$ cat config.mk
export PLATFORM = sky130hd
export DESIGN_NAME = wb_issue_unit
export DESIGN_NICKNAME = d
export VERILOG_FILES = /design/src/rtl/wb_pkg.sv /design/src/rtl/wb_coalesce_queue.sv /design/src/rtl/wb_issue_unit.sv
export SDC_FILE = /design/constraint.sdc
export NUM_CORES = 1
export LEC_CHECK = 0
export BUFFER_PORTS_ARGS = -buffer_cell sky130_fd_sc_hd__buf_4
export CAP_MARGIN = 10
export CORE_UTILIZATION = 45
export DETAILED_ROUTE_END_ITERATION = 12
export GPL_TIMING_DRIVEN = 1
export PLACE_DENSITY_LB_ADDON = 0.08
export SYNTH_ARGS = -nofsm -noshare
export SYNTH_HDL_FRONTEND = slang
export SYNTH_HIERARCHICAL = 1
export SYNTH_SLANG_ARGS = --single-unit
$ cat constraint.sdc
create_clock -name clock -period 9.45 [get_ports clock]
set_input_delay 0 -clock clock [delete_from_list [all_inputs] [get_ports clock]]
set_output_delay 0 -clock clock [all_outputs]
set_load 0.05 [all_outputs]
$ cat src/rtl/wb_pkg.sv
// wb_pkg: shared types and constants for the write-back issue unit.
//   - field widths of the memory write-back frame and its bit positions
//   - FSM state enum for the flush sequencer
//   - queue entry struct and a helper that packs an entry into a frame
package wb_pkg;

    localparam int ADDR_W  = 3;
    localparam int DATA_W  = 16;
    localparam int SRC_W   = 3;
    localparam int FRAME_W = 22;

    localparam int ADDR_HI = 21;
    localparam int ADDR_LO = 19;
    localparam int SRC_HI  = 18;
    localparam int SRC_LO  = 16;

    typedef enum logic [1:0] {
        RUN   = 2'd0,
        FLUSH = 2'd1,
        DONE  = 2'd2,
        HOLD  = 2'd3
    } wb_state_e;

    // Member order matches the frame layout {addr, src, data}.
    typedef struct packed {
        logic [ADDR_W-1:0] addr;
        logic [SRC_W-1:0]  src;
        logic [DATA_W-1:0] data;
    } wb_entry_t;

    function automatic logic [FRAME_W-1:0] pack_frame(input wb_entry_t e);
        logic [FRAME_W-1:0] f;
        f                  = '0;
        f[ADDR_HI:ADDR_LO] = e.addr;
        f[SRC_HI:SRC_LO]   = e.src;
        f[DATA_W-1:0]      = e.data;
        return f;
    endfunction

endpackage

$ cat src/rtl/wb_coalesce_queue.sv
// wb_coalesce_queue: DEPTH-entry in-order queue with in-place coalescing.
//   clock, reset      : system clock, synchronous active-high reset
//   push_i            : append push_entry_i at the tail
//   upd_i             : overwrite src/data of the entry flagged by hit_o
//   pop_i             : drop the head entry (head_o is valid while !empty_o)
//   match_addr_i      : address looked up against queued entries
//   hit_o             : a queued entry matches, excluding a head popped this cycle
//   count_o, full_o, empty_o : occupancy 0..DEPTH and its flags
module wb_coalesce_queue
    import wb_pkg::*;
#(
    parameter  int DEPTH = 4,
    localparam int PTR_W = $clog2(DEPTH),
    localparam int CNT_W = $clog2(DEPTH + 1)
) (
    input  logic              clock,
    input  logic              reset,
    input  logic              push_i,
    input  logic              upd_i,
    input  wb_entry_t         push_entry_i,
    input  logic              pop_i,
    input  logic [ADDR_W-1:0] match_addr_i,
    output logic              hit_o,
    output wb_entry_t         head_o,
    output logic [CNT_W-1:0]  count_o,
    output logic              full_o,
    output logic              empty_o
);

    wb_entry_t          mem_q [DEPTH];
    logic [DEPTH-1:0]   valid_q;
    logic [PTR_W-1:0]   rd_ptr_q, wr_ptr_q;
    logic [CNT_W-1:0]   count_q, count_d;
    logic [PTR_W-1:0]   hit_idx;

    assign count_o = count_q;
    assign full_o  = (count_q == CNT_W'(DEPTH));
    assign empty_o = (count_q == '0);
    assign head_o  = mem_q[rd_ptr_q];

    // A head leaving this cycle cannot absorb a write; such a request must
    // become a fresh entry behind it. Only one entry per address exists, so
    // at most one slot can match.
    // NOTE: every always_comb output gets a default first so no latch is inferred.
    always_comb begin
        hit_o   = 1'b0;
        hit_idx = '0;
        for (int i = 0; i < DEPTH; i++) begin
            if (valid_q[i] && (mem_q[i].addr == match_addr_i) &&
                !(pop_i && (PTR_W'(i) == rd_ptr_q))) begin
                hit_o   = 1'b1;
                hit_idx = PTR_W'(i);
            end
        end
    end

    always_comb begin
        count_d = count_q;
        unique case ({push_i, pop_i})
            2'b10:   count_d = count_q + 1'b1;
            2'b01:   count_d = count_q - 1'b1;
            default: count_d = count_q;
        endcase
    end

    // NOTE: state registers use non-blocking assignments so every flop samples pre-edge values.
    always_ff @(posedge clock) begin
        if (reset) begin
            rd_ptr_q <= '0;
            wr_ptr_q <= '0;
            count_q  <= '0;
            valid_q  <= '0;
        end else begin
            count_q <= count_d;
            if (pop_i) begin
                valid_q[rd_ptr_q] <= 1'b0;
                rd_ptr_q          <= rd_ptr_q + 1'b1;
            end
            if (push_i) begin
                valid_q[wr_ptr_q] <= 1'b1;
                wr_ptr_q          <= wr_ptr_q + 1'b1;
            end
        end
    end

    // NOTE: payload storage is not reset; valid_q alone decides which slots mean anything.
    always_ff @(posedge clock) begin
        if (push_i) begin
            mem_q[wr_ptr_q] <= push_entry_i;
        end else if (upd_i) begin
            mem_q[hit_idx].src  <= push_entry_i.src;
            mem_q[hit_idx].data <= push_entry_i.data;
        end
    end

endmodule

$ cat src/rtl/wb_issue_unit.sv
// wb_issue_unit: write-back initiator for the directory memory port.
//   clock, reset            : system clock, synchronous active-high reset
//   evict_valid/evict_ready : eviction handshake (ready is combinational)
//   evict_addr/data/src     : word address, data, originating node id
//   wb_stall                : memory busy, no frame issued while high
//   flush_req / flush_done  : drain request level / one-cycle completion pulse
//   dataWB_enable/dataWB_data : registered write strobe and frame {addr,src,data}
//   idle                    : queue empty and no frame on the output
module wb_issue_unit
    import wb_pkg::*;
#(
    parameter int DEPTH = 4
) (
    input  logic               clock,
    input  logic               reset,
    input  logic               evict_valid,
    output logic               evict_ready,
    input  logic [ADDR_W-1:0]  evict_addr,
    input  logic [DATA_W-1:0]  evict_data,
    input  logic [SRC_W-1:0]   evict_src,
    input  logic               wb_stall,
    input  logic               flush_req,
    output logic               flush_done,
    output logic               dataWB_enable,
    output logic [FRAME_W-1:0] dataWB_data,
    output logic               idle
);

    localparam int CNT_W = $clog2(DEPTH + 1);

    wb_state_e          state_q, state_d;
    logic               wb_en_q, wb_en_d;
    logic [FRAME_W-1:0] wb_data_q, wb_data_d;

    logic               hit, full, empty, pop, accept;
    logic [CNT_W-1:0]   count;
    wb_entry_t          head, req;

    assign req    = '{addr: evict_addr, src: evict_src, data: evict_data};
    assign pop    = !empty && !wb_stall;
    // A full queue can only take a request that coalesces into an existing entry.
    assign evict_ready = (state_q == RUN) && (!full || hit);
    assign accept = evict_valid && evict_ready;

    wb_coalesce_queue #(.DEPTH(DEPTH)) u_queue (
        .clock        (clock),
        .reset        (reset),
        .push_i       (accept && !hit),
        .upd_i        (accept && hit),
        .push_entry_i (req),
        .pop_i        (pop),
        .match_addr_i (evict_addr),
        .hit_o        (hit),
        .head_o       (head),
        .count_o      (count),
        .full_o       (full),
        .empty_o      (empty)
    );

    always_comb begin
        wb_en_d   = pop;
        wb_data_d = wb_data_q;
        if (pop) begin
            wb_data_d = pack_frame(head);
        end
    end

    always_comb begin
        state_d = state_q;
        unique case (state_q)
            RUN:   if (flush_req) state_d = FLUSH;
            FLUSH: if (empty && !wb_en_q) state_d = DONE;
            DONE:  state_d = flush_req ? HOLD : RUN;
            HOLD:  if (!flush_req) state_d = RUN;
            default: state_d = RUN;
        endcase
    end

    always_ff @(posedge clock) begin
        if (reset) begin
            state_q   <= RUN;
            wb_en_q   <= 1'b0;
            wb_data_q <= '0;
        end else begin
            state_q   <= state_d;
            wb_en_q   <= wb_en_d;
            wb_data_q <= wb_data_d;
        end
    end

    assign flush_done    = (state_q == DONE);
    assign dataWB_enable = wb_en_q;
    assign dataWB_data   = wb_data_q;
    assign idle          = (count == '0) && !wb_en_q;

endmodule
---- After elaboration in Yosys (flattened, before gate mapping) ----
Memories as Yosys holds them, arrays and structs flattened. A register that Yosys moved wholly into a read port is not among the register bits.
Cells that the tools add are included.
storage, ports and cells
  register bits ........................... 14
  bits in latches ......................... 0
  bits in writable memories ............... 88
  ROM bits ................................ 0
  bits of input ports ..................... 27
  output and inout bits ................... 26
  logic and storage cells ................. 98
  memories ................................ 1
memory list
  name           depth  bits a word  rd ports  clocked after memory_dff  wr ports  line                     source
  u_queue.mem_q  4      22           5         1                         1         wb_coalesce_queue.sv:30  wb_entry_t mem_q [DEPTH];
operators by class
  $add $sub $neg .......................... 4
  $mul .................................... 0
  divide/modulo/power cells ............... 0
  magnitude comparators ................... 4
  eq/ne operators ......................... 16
  shifts and indexed selects .............. 0
  muxes and demuxes ....................... 28
  bitwise gates (word level) .............. 3
  reductions and logical operators ........ 36
operator list
  operator                                                                             count
  22-bit 2-to-1 mux                                                                    1
  22-bit OR reduction                                                                  1
  1-bit logical AND                                                                    20
  2-bit 2-to-1 mux                                                                     8
  3-bit == test                                                                        4
  1-bit 2-to-1 mux                                                                     12
  4-bit 2-to-1 mux                                                                     3
  1-bit logical NOT                                                                    9
  2-bit one-hot mux with 4 select lines                                                1
  2-bit == test, second input constant                                                 3
  2-bit by 3-bit less-than comparator with 1-bit output, second input constant         2
  2-bit inequality test, second input constant                                         3
  3-bit one-hot mux with 2 select lines                                                1
  2-bit by 1-bit adder with 2-bit output, second input constant                        2
  4-bit AND                                                                            1
  1-bit demux with 2-bit select                                                        2
  2-bit by 1-bit == test with 1-bit output, second input constant                      2
  2-bit == test, first input constant                                                  2
  2-bit by 1-bit greater-or-equal comparator with 1-bit output, second input constant  2
  2-bit logical NOT                                                                    2
  4-bit inverter                                                                       1
  4-bit OR                                                                             1
  3-bit by 1-bit adder with 3-bit output, second input constant                        1
  3-bit == test, second input constant                                                 1
  other kinds (6)                                                                      6

---- Longest topological paths before layout ----
  depth after elaboration ................. 19
  depth in mapped cells ................... 16
  mapped depth without buffers ............ 13

---- Modules after synthesis ----
Netlist, hierarchy kept.
by module, submodules not included
  module             instances  cells each  area each (µm²)  seq. area each (µm²)
  wb_coalesce_queue  1          212         4,038.9          2,902.8
  wb_issue_unit      1          118         1,081.0          500.5

---- Least setup slack after synthesis ----
OpenSTA, ideal clock, no wires.
  path kind ............................... register to register
  start point ............................. register u_queue.count_q[1] (netlist: u_queue/count_o[1])
  end point ............................... memory u_queue/mem_q[2][0] in the netlist's numbering (enable)
  library setup time ...................... 0.402 ns
  data arrival time ....................... 3.192 ns
  required time ........................... 9.048 ns
  setup slack ............................. 5.856 ns
  cell stages (with the launch flop) ...... 13
  buffers on the path ..................... 2
  period minus slack after synthesis ...... 3.594 ns
  cell sequence ........................... dfxtp_1 > nor3_1 > buf_6 > clkbuf_1 > nor2_1 > a21boi_0 > nand4_1 > o2111ai_1 > inv_1 > nor2_1 > nand2b_1 > a41o_1 > o22ai_1
on the way
  cells in the longest elaborated chain, start to end .. 19
  elaborated cells between the ends (all ways) .. 38
  those cells by class .................... eq/ne: 1; mux: 14; reduce/logical: 23
RTL lines
  item                                    line                                              source
  from (decl)                             wb_coalesce_queue.sv:33                           logic [CNT_W-1:0] count_q, count_d;
  from (signal assigned)                  wb_coalesce_queue.sv:74                           count_q <= count_d;
  3-bit logical NOT (*)                   wb_coalesce_queue.sv:38                           assign empty_o = (count_q == '0);
  net empty                               wb_issue_unit.sv:35                               logic hit, full, empty, pop, accept;
  1-bit logical NOT (*)                   wb_issue_unit.sv:40                               assign pop = !empty && !wb_stall;
  1-bit logical AND (*)                   wb_issue_unit.sv:40
  net pop                                 wb_issue_unit.sv:35
  1-bit logical AND                       wb_coalesce_queue.sv:50                           !(pop_i && (PTR_W'(i) == rd_ptr_q))) begin
  1-bit logical NOT                       wb_coalesce_queue.sv:50
  1-bit logical AND                       wb_coalesce_queue.sv:49                           if (valid_q[i] && (mem_q[i].addr == match_addr_i) &&
  (+4 left out)                           --
  net hit                                 wb_issue_unit.sv:35
  (+1 left out)                           --
  1-bit logical AND                       wb_issue_unit.sv:42                               assign evict_ready = (state_q == RUN) && (!full || hit);
  1-bit logical AND                       wb_issue_unit.sv:43                               assign accept = evict_valid && evict_ready;
  1-bit logical AND                       wb_issue_unit.sv:49                               .upd_i (accept && hit),
  1-bit 2-to-1 mux                        wb_coalesce_queue.sv:90                           end else if (upd_i) begin
  1-bit 2-to-1 mux                        wb_coalesce_queue.sv:88                           if (push_i) begin
  1-bit 2-to-1 mux (implied by the code)  wb_coalesce_queue.sv:91, wb_coalesce_queue.sv:92
  22-bit OR reduction (no line)           --
  2-bit 2-to-1 mux (no line)              --
  to (decl)                               wb_coalesce_queue.sv:30
Mark *: on every way through the listed nets, which the timed path passes. The rest lies on a longest branch.

---- Worst setup path in the final report ----
  start point ............................. register u_queue.count_q[1] (netlist: u_queue/count_o[1])
  end point ............................... memory u_queue/mem_q[0][3] in the netlist's numbering (enable)
The elaborated chain is that of the path after synthesis.

==> flow_metrics.tcl <==
set metrics [dict create \
    finalSetupTns_ps 0 \
    crit_required_ps 9490 \
    synth_top_area_share_pct 51.6 \
    dp_hpwl_um 5910 \
    drive_above_1_share_pct 26.4 \
    outcome "completed" \
    hold_class "input port to register" \
    rows 38 \
    cp-start-kind "register" \
    skew_ps 9.83 \
    synth_ff_type "edfxtp_1" \
    synthDistinctLibCells 39 \
    antenna_found_initial 0 \
    post_cts_buffers 0 \
    postRouteAntennaNets 0 \
    rsz0062_at_grt "false" \
    synth_area_per_cell_um2 15.5 \
    grt_max_degree 48 \
    setup.worst_path.class "register to register" \
    routed_wl_um 9790 \
    synth-seq-cells 126 \
    crit_arrival_ps 4810 \
    ys_async_sr_fraction_pct 0 \
    drcViolationCount 0 \
    grt_overflow 0 \
    cts_sinks 126 \
    cts_tree "yes" \
    path_clk_slew_ps 50 \
    synth_nets 367 \
    first_iter_violations 174 \
    ys_seq_area_share_pct 66.5 \
    ios 53 \
    diodes 0 \
    clock_latency_ps 420 \
    fp.dieW_um 109 \
    htree_levels 4 \
    relSlewSlack_pct 21.9 \
    max_freq_ghz 0.209 \
    synthTopCellsByArea "edfxtp_1, dfxtp_1, mux4_2" \
    worst_pin_slew_ps 1160 \
    cts_buffers 17 \
    place_area_mm2 0.00563 \
    peakVddDrop_mv 0.192 \
    cap_viol_max_count 0 \
    finalSetupViolations 0 \
    fin_hold_ws_ps 100 \
    period_needed_ps 4780 \
    finalInstanceArea_mm2 0.00644 \
    grt_use_total_pct 18.6 \
    start_util_pct 46.6 \
    grt_pass1_wl_um 15500 \
    ys_warn_count 6 \
    num_vias 2982 \
    area_growth_pct 25.7 \
    cts_buffer_depth 2 \
    fin_crit_sh_pct 50.6 \
    first_global_vias 2961 \
    coreArea_mm2 0.0110 \
    final_hold_viol_count 0 \
    p_leak_uw 0.00225 \
    synth-edff-count 88 \
    dieArea_mm2 0.0118 \
    endpoint_kind "register" \
    postSynthCellCount 330 \
    layout_commonest_cell "edfxtp_1" \
    slew_violations 0 \
    yosysTopAreaCell "edfxtp_1" \
    layout_common_cells "edfxtp_1, buf_4, dfxtp_1" \
    root_buffer "clkbuf_16" \
    die_h_um 109 \
    wl_per_cell_um 17.4 \
    p_per_area_mw_per_mm2 290 \
    syn_area_mm2 0.00512 \
    vias_per_cell 5.29 \
    nNetsFinal 448 \
    gp_congestion 0.872 \
    dr.pass1.iters 4 \
    io_buffers 52 \
    cp_max_fo 47 \
]
==> worst paths after layout <==
check | to | startpoint | cells after the start | slack, ps
max | u_queue/mem_q[0][3] | u_queue/count_o[1] | 10 | 4670
min | dataWB_enable | wb_stall | 2 | 100
max reg2reg | u_queue/mem_q[0][3] | u_queue/count_o[1] | 10 | 4670
min reg2reg | dataWB_data[4] | dataWB_data[4] | 2 | 480
==> critical path, stage by stage, from the launching register on <==
cell and delay (ps):
dfxtp_1 390, nor3_2 60, buf_4 270, nor2_1 500
a21boi_0 220, nand4_1 240, o2111ai_1 190, nor3_1 960
inv_1 160, nor3_1 550, a41o_1 820
==> registers in the layout (all words and copies together) (netlist names), named ones only <==
register          flops
u_queue/valid_q       4
u_queue/rd_ptr_q      2
dataWB_data          22
u_queue/wr_ptr_q      2
u_queue/mem_q        88
u_queue/count_o       3
state_q               2
dataWB_enable         1
==> timing repair <==
item	in CTS	in global routing
gates resized for setup	0	0
endpoints found under the hold margin	98	0
hold buffers	24	0
endpoints found under the setup margin	0	0
==> final cells by class <==
type / count / area (um2)
inverters: 11 / 41.3
clock inverters: 11 / 118
well taps: 140 / 175
multi-input cells: 173 / 1570
repair buffers: 82 / 676
flip-flops and latches: 126 / 3400
clock buffers: 21 / 450
fillers: 875 / 4550
==> stage by stage <==
step,cells,worst slack [ps],total power [uW],utilization (%)
2_1_floorplan,330,5860,1130,-
3_3_place_gp,508,4860,1260,51.2
3_5_place_dp,508,4630,1270,51.2
4_1_cts,564,4620,1900,58.6
5_1_grt,564,4300,1970,58.6
6_report,564,4670,1870,58.6
==> synth_stat cells, types with 2 or more instances <==
cell	number
mux4_2	21
buf_6	6
clkbuf_1	7
o21ai_1	12
a41o_1	2
xor2_1	3
nor2b_1	3
nand4_1	4
ha_1	9
buf_2	7
mux2i_1	2
o22ai_1	2
o21ai_0	11
or3b_1	23
xnor2_1	13
dfxtp_1	38
a21oi_1	28
nor2_1	16
edfxtp_1	88
inv_1	11
nor3_1	4
nand2_1	3
==> metal layers <==
metal	wire length [um]	track usage, %
met3	403	7.29
met4	170	7.14
met5	0	0
met2	4800	29.7
met1	4410	22.9
==> where the power goes <==
group	internal, uW	switching, uW
registers	687	45.6
logic	207	316
clock network	392	221
==> cell families (layout without fill, tap and decap cells) <==
group                    after synthesis  count (layout)  share of synthesized area [%]
multiplexers                          24              24                           10.1
adder cells (fa/ha/maj)               10              10                           2.59
AND/OR/NAND/NOR                       60              60                           7.55
flip-flops                           126             126                           66.5
AO/OA/AOI/OAI                         63              63                           7.18
XOR/XNOR                              16              16                           2.74
buffers and inverters                 31             125                           3.32
Note: power is estimated with default switching activity, not from simulation.
